$ cat src/rtl/sram_arbiter_if.sv
// =============================================================================
// sram_arbiter_if : processor, debug/loader and SRAM pin bundle for sram_arbiter
// Revision        : 1.0
// =============================================================================
`default_nettype none

interface sram_arbiter_if #(
   parameter int ADDR_WIDTH = 8,
   parameter int DATA_WIDTH = 16
);
   logic                  cpu_req;
   logic                  cpu_we;
   logic [ADDR_WIDTH-1:0] cpu_adr;
   logic [DATA_WIDTH-1:0] cpu_wdata;
   logic [DATA_WIDTH-1:0] cpu_rdata;
   logic                  cpu_ack;

   logic                  dbg_req;
   logic                  dbg_we;
   logic [ADDR_WIDTH-1:0] dbg_adr;
   logic [DATA_WIDTH-1:0] dbg_wdata;
   logic [DATA_WIDTH-1:0] dbg_rdata;
   logic                  dbg_ack;

   logic                  owner;
   logic [ADDR_WIDTH-1:0] sram_adr;
   logic [DATA_WIDTH-1:0] sram_dout;
   logic                  sram_dout_en;
   logic [DATA_WIDTH-1:0] sram_din;
   logic                  sram_ce_n;
   logic                  sram_oe_n;
   logic                  sram_we_n;

   modport slave (
      input  cpu_req, cpu_we, cpu_adr, cpu_wdata,
      output cpu_rdata, cpu_ack,
      input  dbg_req, dbg_we, dbg_adr, dbg_wdata,
      output dbg_rdata, dbg_ack,
      output owner, sram_adr, sram_dout, sram_dout_en,
      input  sram_din,
      output sram_ce_n, sram_oe_n, sram_we_n
   );

   modport master (
      output cpu_req, cpu_we, cpu_adr, cpu_wdata,
      input  cpu_rdata, cpu_ack,
      output dbg_req, dbg_we, dbg_adr, dbg_wdata,
      input  dbg_rdata, dbg_ack,
      input  owner, sram_adr, sram_dout, sram_dout_en,
      output sram_din,
      input  sram_ce_n, sram_oe_n, sram_we_n
   );
endinterface

`default_nettype wire

$ cat src/rtl/sram_arbiter.sv
// =============================================================================
// sram_arbiter : cpu/debug arbiter and strobe sequencer for the external SRAM.
//                Define SRAM_ARB_RR_EN for round-robin instead of dbg priority.
// Revision     : 1.0
// =============================================================================
`default_nettype none

module sram_arbiter #(
   parameter int ADDR_WIDTH = 8,
   parameter int DATA_WIDTH = 16,
   parameter int WE_PULSE   = 2
) (
   input  logic          clk,
   input  logic          reset,
   sram_arbiter_if.slave bus
);

   typedef enum logic [2:0] {
      S_IDLE  = 3'd0,
      S_RD_A  = 3'd1,
      S_RD_B  = 3'd2,
      S_WR_SU = 3'd3,
      S_WR_PL = 3'd4,
      S_WR_HD = 3'd5,
      S_DONE  = 3'd6
   } state_t;

   localparam int               CNT_W     = 4;
   localparam logic [CNT_W-1:0] C_PL_LAST = CNT_W'(WE_PULSE - 1);
   localparam logic [CNT_W-1:0] C_CNT_ONE = CNT_W'(1);

   state_t                state_q, state_d;
   logic [CNT_W-1:0]      cnt_q, cnt_d;
   logic                  owner_q, owner_d;
   logic [ADDR_WIDTH-1:0] adr_q, adr_d;
   logic [DATA_WIDTH-1:0] dout_q, dout_d;
   logic [DATA_WIDTH-1:0] cpu_rdata_q, cpu_rdata_d;
   logic [DATA_WIDTH-1:0] dbg_rdata_q, dbg_rdata_d;
   logic                  ce_n_q, ce_n_d;
   logic                  oe_n_q, oe_n_d;
   logic                  we_n_q, we_n_d;
   logic                  dout_en_q, dout_en_d;
   logic                  cpu_ack_q, cpu_ack_d;
   logic                  dbg_ack_q, dbg_ack_d;
   logic                  gnt_dbg, gnt_cpu;

`ifdef SRAM_ARB_RR_EN
   // 1 = debug port was granted last; reset means "cpu last granted"
   logic rr_last_dbg_q, rr_last_dbg_d;

   always_comb begin
      gnt_dbg       = bus.dbg_req && (!bus.cpu_req || !rr_last_dbg_q);
      gnt_cpu       = bus.cpu_req && !gnt_dbg;
      rr_last_dbg_d = rr_last_dbg_q;
      if ((state_q == S_IDLE) && (gnt_dbg || gnt_cpu)) begin
         rr_last_dbg_d = gnt_dbg;
      end
   end

   always_ff @(posedge clk) begin
      if (reset) begin
         rr_last_dbg_q <= 1'b0;
      end else begin
         rr_last_dbg_q <= rr_last_dbg_d;
      end
   end
`else
   always_comb begin
      gnt_dbg = bus.dbg_req;
      gnt_cpu = bus.cpu_req && !bus.dbg_req;
   end
`endif

   // Next-state: the granted port's request is captured once and then ignored
   always_comb begin
      state_d     = state_q;
      cnt_d       = cnt_q;
      owner_d     = owner_q;
      adr_d       = adr_q;
      dout_d      = dout_q;
      cpu_rdata_d = cpu_rdata_q;
      dbg_rdata_d = dbg_rdata_q;

      case (state_q)
         S_IDLE: begin
            if (gnt_dbg) begin
               owner_d = 1'b1;
               adr_d   = bus.dbg_adr;
               dout_d  = bus.dbg_wdata;
               state_d = bus.dbg_we ? S_WR_SU : S_RD_A;
            end else if (gnt_cpu) begin
               owner_d = 1'b0;
               adr_d   = bus.cpu_adr;
               dout_d  = bus.cpu_wdata;
               state_d = bus.cpu_we ? S_WR_SU : S_RD_A;
            end
         end
         S_RD_A: state_d = S_RD_B;
         S_RD_B: begin
            state_d = S_DONE;
            if (owner_q) begin
               dbg_rdata_d = bus.sram_din;
            end else begin
               cpu_rdata_d = bus.sram_din;
            end
         end
         S_WR_SU: begin
            state_d = S_WR_PL;
            cnt_d   = '0;
         end
         S_WR_PL: begin
            if (cnt_q == C_PL_LAST) begin
               state_d = S_WR_HD;
            end else begin
               cnt_d = cnt_q + C_CNT_ONE;
            end
         end
         S_WR_HD: state_d = S_DONE;
         S_DONE:  state_d = S_IDLE;
         default: state_d = S_IDLE;
      endcase

      if (state_d == S_IDLE) begin
         owner_d = 1'b0;
      end
   end

   // Pin outputs are decoded from the next state so they are registered
   always_comb begin
      ce_n_d    = 1'b1;
      oe_n_d    = 1'b1;
      we_n_d    = 1'b1;
      dout_en_d = 1'b0;
      cpu_ack_d = 1'b0;
      dbg_ack_d = 1'b0;

      case (state_d)
         S_RD_A, S_RD_B: begin
            ce_n_d = 1'b0;
            oe_n_d = 1'b0;
         end
         S_WR_SU, S_WR_HD: begin
            ce_n_d    = 1'b0;
            dout_en_d = 1'b1;
         end
         S_WR_PL: begin
            ce_n_d    = 1'b0;
            we_n_d    = 1'b0;
            dout_en_d = 1'b1;
         end
         S_DONE: begin
            cpu_ack_d = !owner_d;
            dbg_ack_d = owner_d;
         end
         default: ;
      endcase
   end

   always_ff @(posedge clk) begin
      if (reset) begin
         state_q     <= S_IDLE;
         cnt_q       <= '0;
         owner_q     <= 1'b0;
         adr_q       <= '0;
         dout_q      <= '0;
         cpu_rdata_q <= '0;
         dbg_rdata_q <= '0;
         ce_n_q      <= 1'b1;
         oe_n_q      <= 1'b1;
         we_n_q      <= 1'b1;
         dout_en_q   <= 1'b0;
         cpu_ack_q   <= 1'b0;
         dbg_ack_q   <= 1'b0;
      end else begin
         state_q     <= state_d;
         cnt_q       <= cnt_d;
         owner_q     <= owner_d;
         adr_q       <= adr_d;
         dout_q      <= dout_d;
         cpu_rdata_q <= cpu_rdata_d;
         dbg_rdata_q <= dbg_rdata_d;
         ce_n_q      <= ce_n_d;
         oe_n_q      <= oe_n_d;
         we_n_q      <= we_n_d;
         dout_en_q   <= dout_en_d;
         cpu_ack_q   <= cpu_ack_d;
         dbg_ack_q   <= dbg_ack_d;
      end
   end

   assign bus.cpu_rdata    = cpu_rdata_q;
   assign bus.cpu_ack      = cpu_ack_q;
   assign bus.dbg_rdata    = dbg_rdata_q;
   assign bus.dbg_ack      = dbg_ack_q;
   assign bus.owner        = owner_q;
   assign bus.sram_adr     = adr_q;
   assign bus.sram_dout    = dout_q;
   assign bus.sram_dout_en = dout_en_q;
   assign bus.sram_ce_n    = ce_n_q;
   assign bus.sram_oe_n    = oe_n_q;
   assign bus.sram_we_n    = we_n_q;

endmodule

`default_nettype wire
$ cat src/flat_wrapper.sv
// flat-port wrapper written by rule: the top's interface ports become plain ports
module sram_arbiter_flat 
#(
   parameter int ADDR_WIDTH = 8,
   parameter int DATA_WIDTH = 16,
   parameter int WE_PULSE   = 2
)
  (clk, reset, bus_cpu_req, bus_cpu_we, bus_cpu_adr, bus_cpu_wdata, bus_cpu_rdata, bus_cpu_ack, bus_dbg_req, bus_dbg_we, bus_dbg_adr, bus_dbg_wdata, bus_dbg_rdata, bus_dbg_ack, bus_owner, bus_sram_adr, bus_sram_dout, bus_sram_dout_en, bus_sram_din, bus_sram_ce_n, bus_sram_oe_n, bus_sram_we_n);
  sram_arbiter_if #(.ADDR_WIDTH(ADDR_WIDTH), .DATA_WIDTH(DATA_WIDTH)) bus_i ();
  input  logic clk;
  input  logic reset;
  input wire logic [$bits(bus_i.cpu_req)-1:0] bus_cpu_req;
  input wire logic [$bits(bus_i.cpu_we)-1:0] bus_cpu_we;
  input wire logic [$bits(bus_i.cpu_adr)-1:0] bus_cpu_adr;
  input wire logic [$bits(bus_i.cpu_wdata)-1:0] bus_cpu_wdata;
  output wire logic [$bits(bus_i.cpu_rdata)-1:0] bus_cpu_rdata;
  output wire logic [$bits(bus_i.cpu_ack)-1:0] bus_cpu_ack;
  input wire logic [$bits(bus_i.dbg_req)-1:0] bus_dbg_req;
  input wire logic [$bits(bus_i.dbg_we)-1:0] bus_dbg_we;
  input wire logic [$bits(bus_i.dbg_adr)-1:0] bus_dbg_adr;
  input wire logic [$bits(bus_i.dbg_wdata)-1:0] bus_dbg_wdata;
  output wire logic [$bits(bus_i.dbg_rdata)-1:0] bus_dbg_rdata;
  output wire logic [$bits(bus_i.dbg_ack)-1:0] bus_dbg_ack;
  output wire logic [$bits(bus_i.owner)-1:0] bus_owner;
  output wire logic [$bits(bus_i.sram_adr)-1:0] bus_sram_adr;
  output wire logic [$bits(bus_i.sram_dout)-1:0] bus_sram_dout;
  output wire logic [$bits(bus_i.sram_dout_en)-1:0] bus_sram_dout_en;
  input wire logic [$bits(bus_i.sram_din)-1:0] bus_sram_din;
  output wire logic [$bits(bus_i.sram_ce_n)-1:0] bus_sram_ce_n;
  output wire logic [$bits(bus_i.sram_oe_n)-1:0] bus_sram_oe_n;
  output wire logic [$bits(bus_i.sram_we_n)-1:0] bus_sram_we_n;
  assign bus_i.cpu_req = bus_cpu_req;
  assign bus_i.cpu_we = bus_cpu_we;
  assign bus_i.cpu_adr = bus_cpu_adr;
  assign bus_i.cpu_wdata = bus_cpu_wdata;
  assign bus_cpu_rdata = bus_i.cpu_rdata;
  assign bus_cpu_ack = bus_i.cpu_ack;
  assign bus_i.dbg_req = bus_dbg_req;
  assign bus_i.dbg_we = bus_dbg_we;
  assign bus_i.dbg_adr = bus_dbg_adr;
  assign bus_i.dbg_wdata = bus_dbg_wdata;
  assign bus_dbg_rdata = bus_i.dbg_rdata;
  assign bus_dbg_ack = bus_i.dbg_ack;
  assign bus_owner = bus_i.owner;
  assign bus_sram_adr = bus_i.sram_adr;
  assign bus_sram_dout = bus_i.sram_dout;
  assign bus_sram_dout_en = bus_i.sram_dout_en;
  assign bus_i.sram_din = bus_sram_din;
  assign bus_sram_ce_n = bus_i.sram_ce_n;
  assign bus_sram_oe_n = bus_i.sram_oe_n;
  assign bus_sram_we_n = bus_i.sram_we_n;
  sram_arbiter #(.ADDR_WIDTH(ADDR_WIDTH), .DATA_WIDTH(DATA_WIDTH), .WE_PULSE(WE_PULSE)) u_core (.clk(clk), .reset(reset), .bus(bus_i));
endmodule
$ cat config.mk
export PLATFORM = sky130hd
export DESIGN_NAME = sram_arbiter_flat
export DESIGN_NICKNAME = d
export VERILOG_FILES = /design/src/rtl/sram_arbiter_if.sv /design/src/rtl/sram_arbiter.sv /design/src/flat_wrapper.sv
export SDC_FILE = /design/constraint.sdc
export NUM_CORES = 1
export LEC_CHECK = 0
export CORE_AREA = 4 4 95 97
export DETAILED_ROUTE_END_ITERATION = 12
export DIE_AREA = 0 0 99 101
export PLACE_DENSITY = 0.79
export SYNTH_ARGS = -nofsm -noshare
export SYNTH_HDL_FRONTEND = slang
export SYNTH_SLANG_ARGS = --single-unit
$ cat constraint.sdc
create_clock -name clk -period 3.11 [get_ports clk]
set_input_delay 0.933 -clock clk [delete_from_list [all_inputs] [get_ports clk]]
set_output_delay 0.933 -clock clk [all_outputs]
set_load 0.1 [all_outputs]
Word-level counts from Yosys, hierarchy flattened --
Cells that the tools add are included.
Operators by class: bitwise logic cells 2, reduce and logical (&&, ||, !) cells 16, add/subtract/negate cells 1, equality and inequality tests 13, mux-type cells 20
Operators by type and width (count):
- $mux 16 | 2
- $mux 8 | 2
- $eq 3x3->1 const B | 5
- $pmux 3 s5 | 1
- $eq 3x2->1 const B | 4
- $mux 3 | 3
- $mux 1 | 8
- $pmux 4 s2 | 1
- $reduce_and 2->1 | 4
- $eq 3x1->1 const B | 2
- $logic_not 3->1 | 2
- $reduce_or 2->1 | 3
- $reduce_or 5->1 | 1
- $add 4x1->4 const B | 1
- $eq 4x1->1 const B | 1
- $mux 2 | 2
- $mux 4 | 1
- $reduce_bool 2->1 | 2
- $reduce_or 3->1 | 1
- $logic_not 1->1 | 2
- $ne 2x2->1 const B | 1
- $not 1->1 | 2
- $logic_and 1x1->1 | 1
Word-level totals: input bits 70, register bits 70

Depth between registers and ports, before layout --
Gate-level depths: netlist (run 1).
depth in word-level cells 8, depth in mapped cells 6, gate-level depth less buffers 5

Worst setup path after synthesis (run 1) --
OpenSTA, ideal clock, no wires.
path kind register to output, from register u_core.owner_q (netlist: u_core.bus.owner), to output bus_owner, required time 2177 ps, slack 1158 ps, stages on the path, launching flop included 1, data arrival time 1019 ps, cell sequence dfxtp_1
RTL lines:
- start: declaration | line sram_arbiter.sv:34 | logic owner_q, owner_d;
- start signal: assignment | line sram_arbiter.sv:177 | owner_q <= owner_d;
- end: declaration | line flat_wrapper.sv:24 | output wire logic [$bits(bus_i.owner)-1:0] bus_owner;
No word-level cell between the ends.

Worst setup path in the final report (run 1) --
from input bus_dbg_req, to register u_core.dout_en_q (netlist: u_core.bus.sram_dout_en)
Between the ends: cells in the longest elaborated chain, start to end 8, elaborated cells on any way between the ends 10, classes of those cells 3 x eq/ne; 4 x mux; 3 x reduce/logical
Ends and longest elaborated chain:
- start: declaration | line flat_wrapper.sv:18 | input wire logic [$bits(bus_i.dbg_req)-1:0] bus_dbg_req;
- $logic_not 1->1 | line sram_arbiter.sv:70 | gnt_cpu = bus.cpu_req && !bus.dbg_req;
- $logic_and 1x1->1 | line sram_arbiter.sv:70
- $mux 3 | line sram_arbiter.sv:91 | end else if (gnt_cpu) begin
- $mux 3 * | line sram_arbiter.sv:86 | if (gnt_dbg) begin
- $pmux 3 s5 * | line sram_arbiter.sv:84 | case (state_q)
- $eq 3x2->1 / $eq 3x3->1 (equally long branches) | line sram_arbiter.sv:137 | case (state_d)
- $reduce_or 3->1 (no source line) *
- $mux 1 * | line sram_arbiter.sv:137
- end signal: assignment | line sram_arbiter.sv:185 | dout_en_q <= dout_en_d;
- end: declaration | line sram_arbiter.sv:42 | logic dout_en_q, dout_en_d;
Every way passes the cells marked *; elsewhere a longest branch is shown, timed or not. A chain may end at the register's enable or synchronous reset.

==> reports/qor.yml, run 1 <==
sta:
  setup_viol: 0
  fin_skew_ps: 7.47
  layout_setup_ws_ps: 891
  timing.fmax_ghz: 0.451
  period_share: 0.714
  slew_headroom: 0.388
  fin_crit_ps: 2220
  rsz0062_at_grt: "no"
  final-hold-violation-count: 0
  drv_slew: 0
  worst_pin_slew_ps: 916
  finalSetupTns_ps: 0
grt:
  grt_pass1_wl_mm: 12.9
  gr-total-overflow: 0
  grt_pass1_vias: 2666
  track_usage: 0.158
  grt_max_degree: 42
  antenna_found_initial: 0
floorplanning:
  die_w_um: 99
  rows: 33
  core_area_um2: 8130
  ioPinCount: 133
  die-height_um: 101
  die_area_um2: 10000
  initial_core_util: 0.362
setup_path:
  ff2ff_path_depth: 5
  reg2reg_from: "u_core.state_q[2]"
  worstPathMaxFanout: 28
  worstSetupEndpointType: "flip-flop"
  r2r_slack_ps: 1090
  arrival_ps: 2390
  crit_start: "bus_dbg_req"
  r2r_end: "u_core.bus.sram_adr[1]"
  endpoint: "u_core.bus.sram_dout_en"
  worst-setup-path-type: "in -> reg"
  cp-start-kind: "primary input"
  crit_required_ps: 3280
logic_synthesis:
  synth.top_cell.area_share: 0.476
  yosysSeqAreaShare: 0.476
  syn_nets: 401
  yosysUniqueCellTypes: 40
  yosysWarnings: 0
  synthCells: 329
  synth_edf_count: 0
  ys_async_sr_fraction: 0
  synth-seq-cells: 70
  yosysTopAreaCell: "dfxtp_1"
  synth.avg_cell_area_um2: 8.95
  synthFlopType: "dfxtp_1"
  synthesis.area_um2: 2950
  synth.area.top_cells: "dfxtp_1 (48%), a21oi_1 (11%), nand2_1 (8.5%)"
final_layout:
  nets: 518
  n_antenna_cell: 0
  area_delta_synth_final_pct: 45.2
  finalNonFillerCells: 555
  multi_input_area_um2: 1370
  final_common_cell: "dfxtp_1"
  nFillCells: 724
  drive_gt1_frac: 0.191
  mostFrequentLayoutCells: "dfxtp_1 (70), clkdlybuf4s50_1 (68), buf_4 (68)"
  final_core_util: 0.526
  regArea_um2: 1400
route:
  avgViaCountPerCell: 4.98
  drt_first_pass_iters: 4
  wire_per_inst_um: 14.3
  drc: 0
  initialDrtViolationCount: 44
  routed_wl_mm: 7.96
  ant_nets: 0
  route.vias.total: 2766
worst_hold_path:
  hp-class: "reg -> reg"
placement:
  dp_slack_ps: 563
  dp.cells: 540
  io_buffers: 132
  hpwl_mm: 5.82
  place.gp.congestion: 0.790
cts:
  cts_tree: "done"
  cts_setup_buffers: 0
  cts_buffer_depth: 2
  cts_resized: 0
  ctsHtreeMaxLevel: 3
  hold_buffers: 0
  clock_sinks: 70
  ctsRootBufferMaster: "clkbuf_8"
  path_clk_slew_ps: 70
  insertion_delay_ps: 320
  cts_made_buffers: 9
run_status:
  status: "finished, final reports clean"
power:
  peakVddDrop_mv: 0.464
  total_power_mw: 3.68
  power.density_nw_per_um2: 860
  power_leakage_nw: 1.69
job:
  cap_viol_max_count: 0
[worst max-delay path, cell delays in order]
cell             delay [ps]
clkdlybuf4s50_1         510
buf_4                   400
and3b_1                 230
a21oi_1                 210
a221oi_1                110
[registers in the layout (all words and copies together), names as in the netlist]
register and count:
u_core.bus.cpu_ack 1, u_core.bus.cpu_rdata 16, u_core.bus.dbg_ack 1, u_core.bus.dbg_rdata 16
u_core.bus.owner 1, u_core.bus.sram_adr 8, u_core.bus.sram_ce_n 1, u_core.bus.sram_dout 16
u_core.bus.sram_dout_en 1, u_core.bus.sram_oe_n 1, u_core.bus.sram_we_n 1, u_core.cnt_q 4
u_core.state_q 3
[power by group]
| part | switching [mW] | internal [mW] | leakage (nW) | total, mW |
|---|---|---|---|---|
| Combinational | 1.39 | 0.462 | 1.03 | 1.85 |
| Clock | 0.302 | 0.329 | 0.0865 | 0.631 |
| Sequential | 0.145 | 1.05 | 0.573 | 1.20 |
[stage by stage]
step	cell area, um^2	hold slack (ps)
after global routing	4280	480
after floorplan	2950	453
after detailed placement	4110	450
final	4280	457
after global placement	4110	443
after CTS	4280	460
[worst min path at each step]
stage | start | to | cells after the start
6_report | u_core.bus.dbg_rdata[14] | u_core.bus.dbg_rdata[14] | 2
5_1_grt | u_core.bus.cpu_rdata[12] | u_core.bus.cpu_rdata[12] | 2
3_3_place_gp | u_core.bus.cpu_rdata[11] | u_core.bus.cpu_rdata[11] | 2
2_1_floorplan | u_core.cnt_q[3] | u_core.cnt_q[3] | 2
4_1_cts | u_core.bus.dbg_rdata[14] | u_core.bus.dbg_rdata[14] | 2
3_5_place_dp | u_core.bus.dbg_rdata[14] | u_core.bus.dbg_rdata[14] | 2
[cell usage after synthesis (2+ instances only)]
master	n
and4_1	2
nor4_1	3
or3b_1	2
nand3b_1	2
nand2_1	67
inv_1	2
buf_1	2
o21ai_0	5
a21o_1	2
dfxtp_1	70
nor2_1	2
or4b_1	3
buf_6	5
nor3_1	2
buf_2	10
ha_1	2
mux2i_1	24
a211oi_1	25
clkbuf_1	10
buf_4	3
a21oi_1	67
[metal layers]
| metal | vias to the layer above | track usage | part of all wire |
|---|---|---|---|
| met1 | 1246 | 0.209 | 0.46 |
| met5 | - | 0 | 0 |
| met3 | 6 | 0.0540 | 0.10 |
| li1 | 1398 | - | - |
| met2 | 116 | 0.239 | 0.43 |
| met4 | 0 | 0.0546 | 0.0085 |
[layout make-up]
class                           instances  area share
Sequential cell                        70       0.328
Inverter                                2     0.00176
Timing Repair Buffer                  137       0.280
Tap cell                              105      0.0307
Clock inverter                          1     0.00117
Multi-Input combinational cell        226       0.321
Clock buffer                           14      0.0380
[cells by family after synthesis]
logic type      count (synthesis)  synth area share
flops                          70             0.476
fa+ha+maj                       2           0.00849
compound gates                102             0.202
xor+xnor                        1           0.00297
mux                            24            0.0816
buf+inv                        33            0.0633
simple gates                   97             0.166
(Power assumes the default switching activity.)
==> run 2, diff against run 1 <==
PLACE_DENSITY = 0.82   (was 0.79)
clock period = 1.9 ns   (was 3.11 ns; I/O delays follow)
==> run 2 against run 1 <==
Critical endpoint is now u_core.bus.sram_dout[2]. Worst setup slack got worse by 710 ps. Sequential power increased by 68%. Global-route usage increased by 0.73 points. First-iteration DRC count is 66% higher. Largest power group unchanged. Combinational power is 100% higher. Clock skew grew 3.0 ps.
==> reports/qor.yml, run 2 (synthesized netlist as in run 1, its figures left out) <==
run_status:
  status: "finished, final reports clean"
final_layout:
  area_delta_synth_final_pct: 79.6
  nets: 532  # +2.7%
  regArea_um2: 1400  # about the same
  final_common_cell: "dfxtp_1"
  final_core_util: 0.650  # +0.125
  nFillCells: 598  # -17%
  final_area_um2: 5290  # +24%
  multi_input_area_um2: 1370  # unchanged
  n_antenna_cell: 0  # unchanged
  mostFrequentLayoutCells: "dfxtp_1 (69), clkdlybuf4s50_1 (68), nand2_1 (67), a21oi_1 (67), buf_12 (66)"
  drive_gt1_frac: 0.222  # +0.0304
setup_path:
  worst-setup-path-type: "in -> reg"
  worstSetupEndpointType: "flip-flop"
  r2r_slack_ps: 240  # -850 ps
  crit_required_ps: 2140  # -1140 ps
  worstPathMaxFanout: 21  # -25%
  ff2ff_path_depth: 3  # -2
  arrival_ps: 1960  # -430 ps
  cp-start-kind: "primary input"
grt:
  track_usage: 0.165  # +0.00732
  grt_pass1_wl_mm: 13.2  # +2.4%
  antenna_found_initial: 0  # unchanged
  grt_pass1_vias: 2821  # +5.8%
  grt_max_degree: 30  # -29%
  gr-total-overflow: 0  # unchanged
route:
  wire_per_inst_um: 14.8  # +3.2%
  route.vias.total: 2901  # +4.9%
  drc: 0  # unchanged
  drt_first_pass_iters: 4  # unchanged
  initialDrtViolationCount: 73  # +66%
  avgViaCountPerCell: 5.09  # +2.1%
  routed_wl_mm: 8.44  # +6.0%
  ant_nets: 0  # unchanged
sta:
  layout_setup_ws_ps: 177  # -714 ps
  timing.fmax_ghz: 0.580
  rsz0062_at_grt: "no"
  worst_pin_slew_ps: 582  # -334 ps
  period_share: 0.907
  final-hold-violation-count: 0  # unchanged
  slew_headroom: 0.612  # +0.224
  drv_slew: 0  # unchanged
  fin_crit_ps: 1720
  fin_skew_ps: 10.5  # +3.00 ps
  setup_viol: 0  # unchanged
cts:
  insertion_delay_ps: 330  # about the same
  cts_setup_buffers: 0  # unchanged
  clock_sinks: 70  # unchanged
  cts_made_buffers: 9  # unchanged
  cts_tree: "done"
  hold_buffers: 0  # unchanged
  ctsHtreeMaxLevel: 3  # unchanged
  ctsRootBufferMaster: "clkbuf_8"
  cts_buffer_depth: 2  # unchanged
  cts_resized: 0  # unchanged
  path_clk_slew_ps: 80  # about the same
power:
  peakVddDrop_mv: 0.899  # +94%
  power_leakage_nw: 2.01  # +19%
  power.density_nw_per_um2: 1370  # +59%
  total_power_mw: 7.24  # +97%
floorplanning:
  core_area_um2: 8130  # unchanged
  die_w_um: 99  # unchanged
  die-height_um: 101  # unchanged
  rows: 33  # unchanged
  die_area_um2: 10000  # unchanged
  initial_core_util: 0.362  # unchanged
  ioPinCount: 133  # unchanged
placement:
  place_area_um2: 5040  # +23%
  io_buffers: 132  # unchanged
  hpwl_mm: 6.51  # +12%
  place.gp.congestion: 0.779  # -1.5%
  dp_slack_ps: -152  # -715 ps
job:
  cap_viol_max_count: 0  # unchanged
worst_hold_path:
  hold_path_depth: 2  # unchanged
  hp-class: "reg -> reg"
## run 2: cell types whose count changed in the layout (fill, tap and decap cells not counted)
cell       change
dfxtp_2        +1
clkinv_2       -1
clkbuf_1       -1
dfxtp_1        -1
buf_4         -52
buf_12        +66
bufinv_16      +3
## run 2: metrics by stage
stage,TNS [ps],hold WS (ps),cells
detailed placement,-2250,485,554
global route,0,516,570
global placement,-1470,465,554
finish,0,495,570
floorplan,0,453,329
CTS,0,496,570
## run 2: final timing paths
path	from	endpoint
min reg2reg	u_core.bus.dbg_rdata[4]	u_core.bus.dbg_rdata[4]
max	bus_cpu_req	u_core.bus.sram_dout[2]
min	u_core.bus.dbg_rdata[4]	u_core.bus.dbg_rdata[4]
max reg2reg	u_core.state_q[1]	u_core.bus.cpu_rdata[9]
## run 2: per-layer routing
layer	GRT usage	vias to the layer above	share of wire	wire, um
met1	0.187	1330	0.40	3410
li1	-	1421	-	-
met4	0.0609	0	0.016	132
met5	0	-	0	0
met3	0.0685	14	0.11	939
met2	0.278	136	0.47	3950
## run 2: where the power goes
| group | total, mW | leakage, nW | switching [mW] | internal [mW] |
|---|---|---|---|---|
| Combinational | 3.74 | 1.31 | 2.36 | 1.38 |
| Clock | 1.48 | 0.124 | 0.531 | 0.947 |
| Sequential | 2.02 | 0.574 | 0.296 | 1.73 |
| Total | 7.24 | 2.01 | 3.18 | 4.05 |
## run 2: final cells by class
class,instances,area share
Timing Repair Buffer,151,0.402
Sequential cell,70,0.265
Multi-Input combinational cell,226,0.259
Clock buffer,13,0.0300
Tap cell,105,0.0248
Clock inverter,3,0.0170
Inverter,2,0.00142
## run 2: critical path, cell delays in order
cell             delay [ps]
clkdlybuf4s50_1         520
or2_0                   220
buf_4                   290
a21oi_1                 100
a211oi_1                250
==> run 3, diff against run 2 <==
==> constraint.sdc (replaced) <==
create_clock -name clk -period 1.9 [get_ports clk]
set_input_delay 0.475 -clock clk [delete_from_list [all_inputs] [get_ports clk]]
set_output_delay 0.475 -clock clk [all_outputs]
set_load 0.1 [all_outputs]
==> run 3 against run 2 <==
Power is 6.7% lower. Maximum frequency is 2.2% higher. Count of clock-buffer cells in the layout is 1 lower. First-iteration DRC count is 4.1% lower. Cell count is 0.53% lower. Flip-flop and latch count stayed put. Die area stayed put. Clock power is 34% lower. Critical path depth stayed put. Clock skew hardly changed.
==> reports/qor.yml, run 3 (synthesized netlist as in run 1, its figures left out) <==
sta:
  setup_viol: 0  # unchanged
  final-hold-violation-count: 0  # unchanged
  rsz0062_at_grt: "no"
  worst_pin_slew_ps: 553  # -29.2 ps
  whs_ps: 492  # -2.38 ps
  period_share: 0.888  # -0.0192
  fin_crit_ps: 1690  # -36.5 ps
  timing.fmax_ghz: 0.593  # +2.2%
  drv_slew: 0  # unchanged
  finalSetupTns_ps: 0  # unchanged
  slew_headroom: 0.631  # +0.0195
  fin_skew_ps: 10.4  # -0.0763 ps
  layout_setup_ws_ps: 214  # +36.5 ps
cts:
  cts_tree: "done"
  cts_made_buffers: 9  # unchanged
  cts_resized: 0  # unchanged
  insertion_delay_ps: 330  # about the same
  clock_sinks: 70  # unchanged
  hold_buffers: 0  # unchanged
  path_clk_slew_ps: 60  # -20 ps
  ctsHtreeMaxLevel: 3  # unchanged
  cts_setup_buffers: 0  # unchanged
  cts_buffer_depth: 2  # unchanged
  ctsRootBufferMaster: "clkbuf_8"
route:
  wl_met1_mm: 3.37  # -1.3%
  wl_met2_mm: 4.08  # +3.2%
  route.vias.total: 2915  # +0.48%
  routed_wl_mm: 8.51  # +0.78%
  top_layer_used: "met4"
  wire_per_inst_um: 15.0  # +1.3%
  drt_first_pass_iters: 4  # unchanged
  avgViaCountPerCell: 5.14  # +1.0%
  wl_met3_um: 944  # +0.53%
  initialDrtViolationCount: 70  # -4.1%
  drc: 0  # unchanged
  ant_nets: 0  # unchanged
placement:
  io_buffers: 132  # unchanged
  place_area_um2: 5030  # -0.15%
  place.gp.congestion: 0.792  # +1.8%
  dp.cells: 553  # -0.18%
  hpwl_mm: 6.54  # +0.45%
  dp_slack_ps: -111  # +40.9 ps
power:
  power.density_nw_per_um2: 1300  # -4.9%
  peakVddDrop_mv: 0.887  # -1.4%
  total_power_mw: 6.75  # -6.7%
  power_leakage_nw: 1.96  # -2.3%
final_layout:
  n_antenna_cell: 0  # unchanged
  nets: 531  # -0.19%
  final_area_um2: 5190  # -1.9%
  finalNonFillerCells: 567  # -0.53%
  final_common_cell: "dfxtp_1"
  area_delta_synth_final_pct: 76.2
  mostFrequentLayoutCells: "dfxtp_1 (69), clkdlybuf4s50_1 (68), nand2_1 (67), a21oi_1 (67), buf_12 (66)"
  drive_gt1_frac: 0.216  # -0.00506
  final_core_util: 0.638  # -0.0125
worst_hold_path:
  holdPathEnd: "u_core.bus.dbg_rdata[4]"
  hold_path_depth: 2  # unchanged
  min-delay-start: "u_core.bus.dbg_rdata[4]"
  hp-class: "reg -> reg"
grt:
  antenna_found_initial: 0  # unchanged
  track_usage: 0.168  # +0.00307
  grt_pass1_vias: 2945  # +4.4%
  grt_max_degree: 30  # unchanged
  gr-total-overflow: 0  # unchanged
  grt_pass1_wl_mm: 13.5  # +2.8%
setup_path:
  r2r_end: "u_core.bus.cpu_rdata[8]"
  worstPathMaxFanout: 21  # unchanged
  cp_top_family: "buffers and inverters"
  reg2reg_from: "u_core.state_q[1]"
  worstSetupEndpointType: "flip-flop"
  critPathSlowestCell: "clkdlybuf4s50_1"
  critPathBufInv: 2  # unchanged
  worst-setup-path-type: "in -> reg"
  r2r_slack_ps: 240  # about the same
  crit_required_ps: 2130  # about the same
  ff2ff_path_depth: 3  # unchanged
  arrival_ps: 1910  # -50 ps
  cp-start-kind: "primary input"
  crit_chain: "clkdlybuf4s50_1 -> or2_0 -> buf_4 -> a21oi_1 -> a211oi_1"
  slowest_delay_ps: 550  # +30 ps
  crit_start: "bus_cpu_req"
floorplanning:
  initial_core_util: 0.362  # unchanged
  core_area_um2: 8130  # unchanged
  ioPinCount: 133  # unchanged
  die-height_um: 101  # unchanged
  die_area_um2: 10000  # unchanged
  rows: 33  # unchanged
  die_w_um: 99  # unchanged
run_status:
  status: "finished, final reports clean"
job:
  cap_viol_max_count: 0  # unchanged
-- run 3: changes by cell type in the layout (fill, tap and decap cells not counted) --
cell       delta
buf_4         -1
clkinv_2      +2
bufinv_16     -3
clkbuf_8      -1
-- run 3: how the worst max path moves through the flow --
stage	slack, ps	endpoint	cells after the start
2_1_floorplan	320	u_core.bus.dbg_rdata[10]	5
3_3_place_gp	-30	u_core.bus.cpu_ack	4
3_5_place_dp	-110	u_core.bus.sram_dout[13]	5
4_1_cts	240	u_core.bus.cpu_rdata[12]	3
5_1_grt	130	u_core.bus.cpu_rdata[12]	3
6_report	210	u_core.bus.sram_dout[13]	5
-- run 3: power by group --
group | switching [mW] | internal, mW | leakage [nW] | total, mW
logic | 2.37 | 1.38 | 1.31 | 3.75
clock network | 0.491 | 0.492 | 0.0821 | 0.983
registers | 0.294 | 1.73 | 0.574 | 2.02
total | 3.15 | 3.60 | 1.96 | 6.75
-- run 3: routing by layer --
| layer | vias to the layer above | track usage |
|---|---|---|
| met3 | 14 | 0.0824 |
| met5 | - | 0 |
| li1 | 1417 | - |
| met1 | 1343 | 0.186 |
| met4 | 0 | 0.0473 |
| met2 | 141 | 0.286 |
-- run 3: final cells by class --
type / instances / area [um^2]
Clock buffer: 12 / 145
Clock inverter: 2 / 10.0
Fill cell: 618 / 2950
Inverter: 2 / 7.51
Multi-Input combinational cell: 226 / 1370
Sequential cell: 70 / 1400
Tap cell: 105 / 131
Timing Repair Buffer: 150 / 2120
-- run 3: tightest hold or removal path, cell delays in order (launching register included) --
cell and delay, ps:
dfxtp_1 330, nand2_1 60, a21oi_1 50
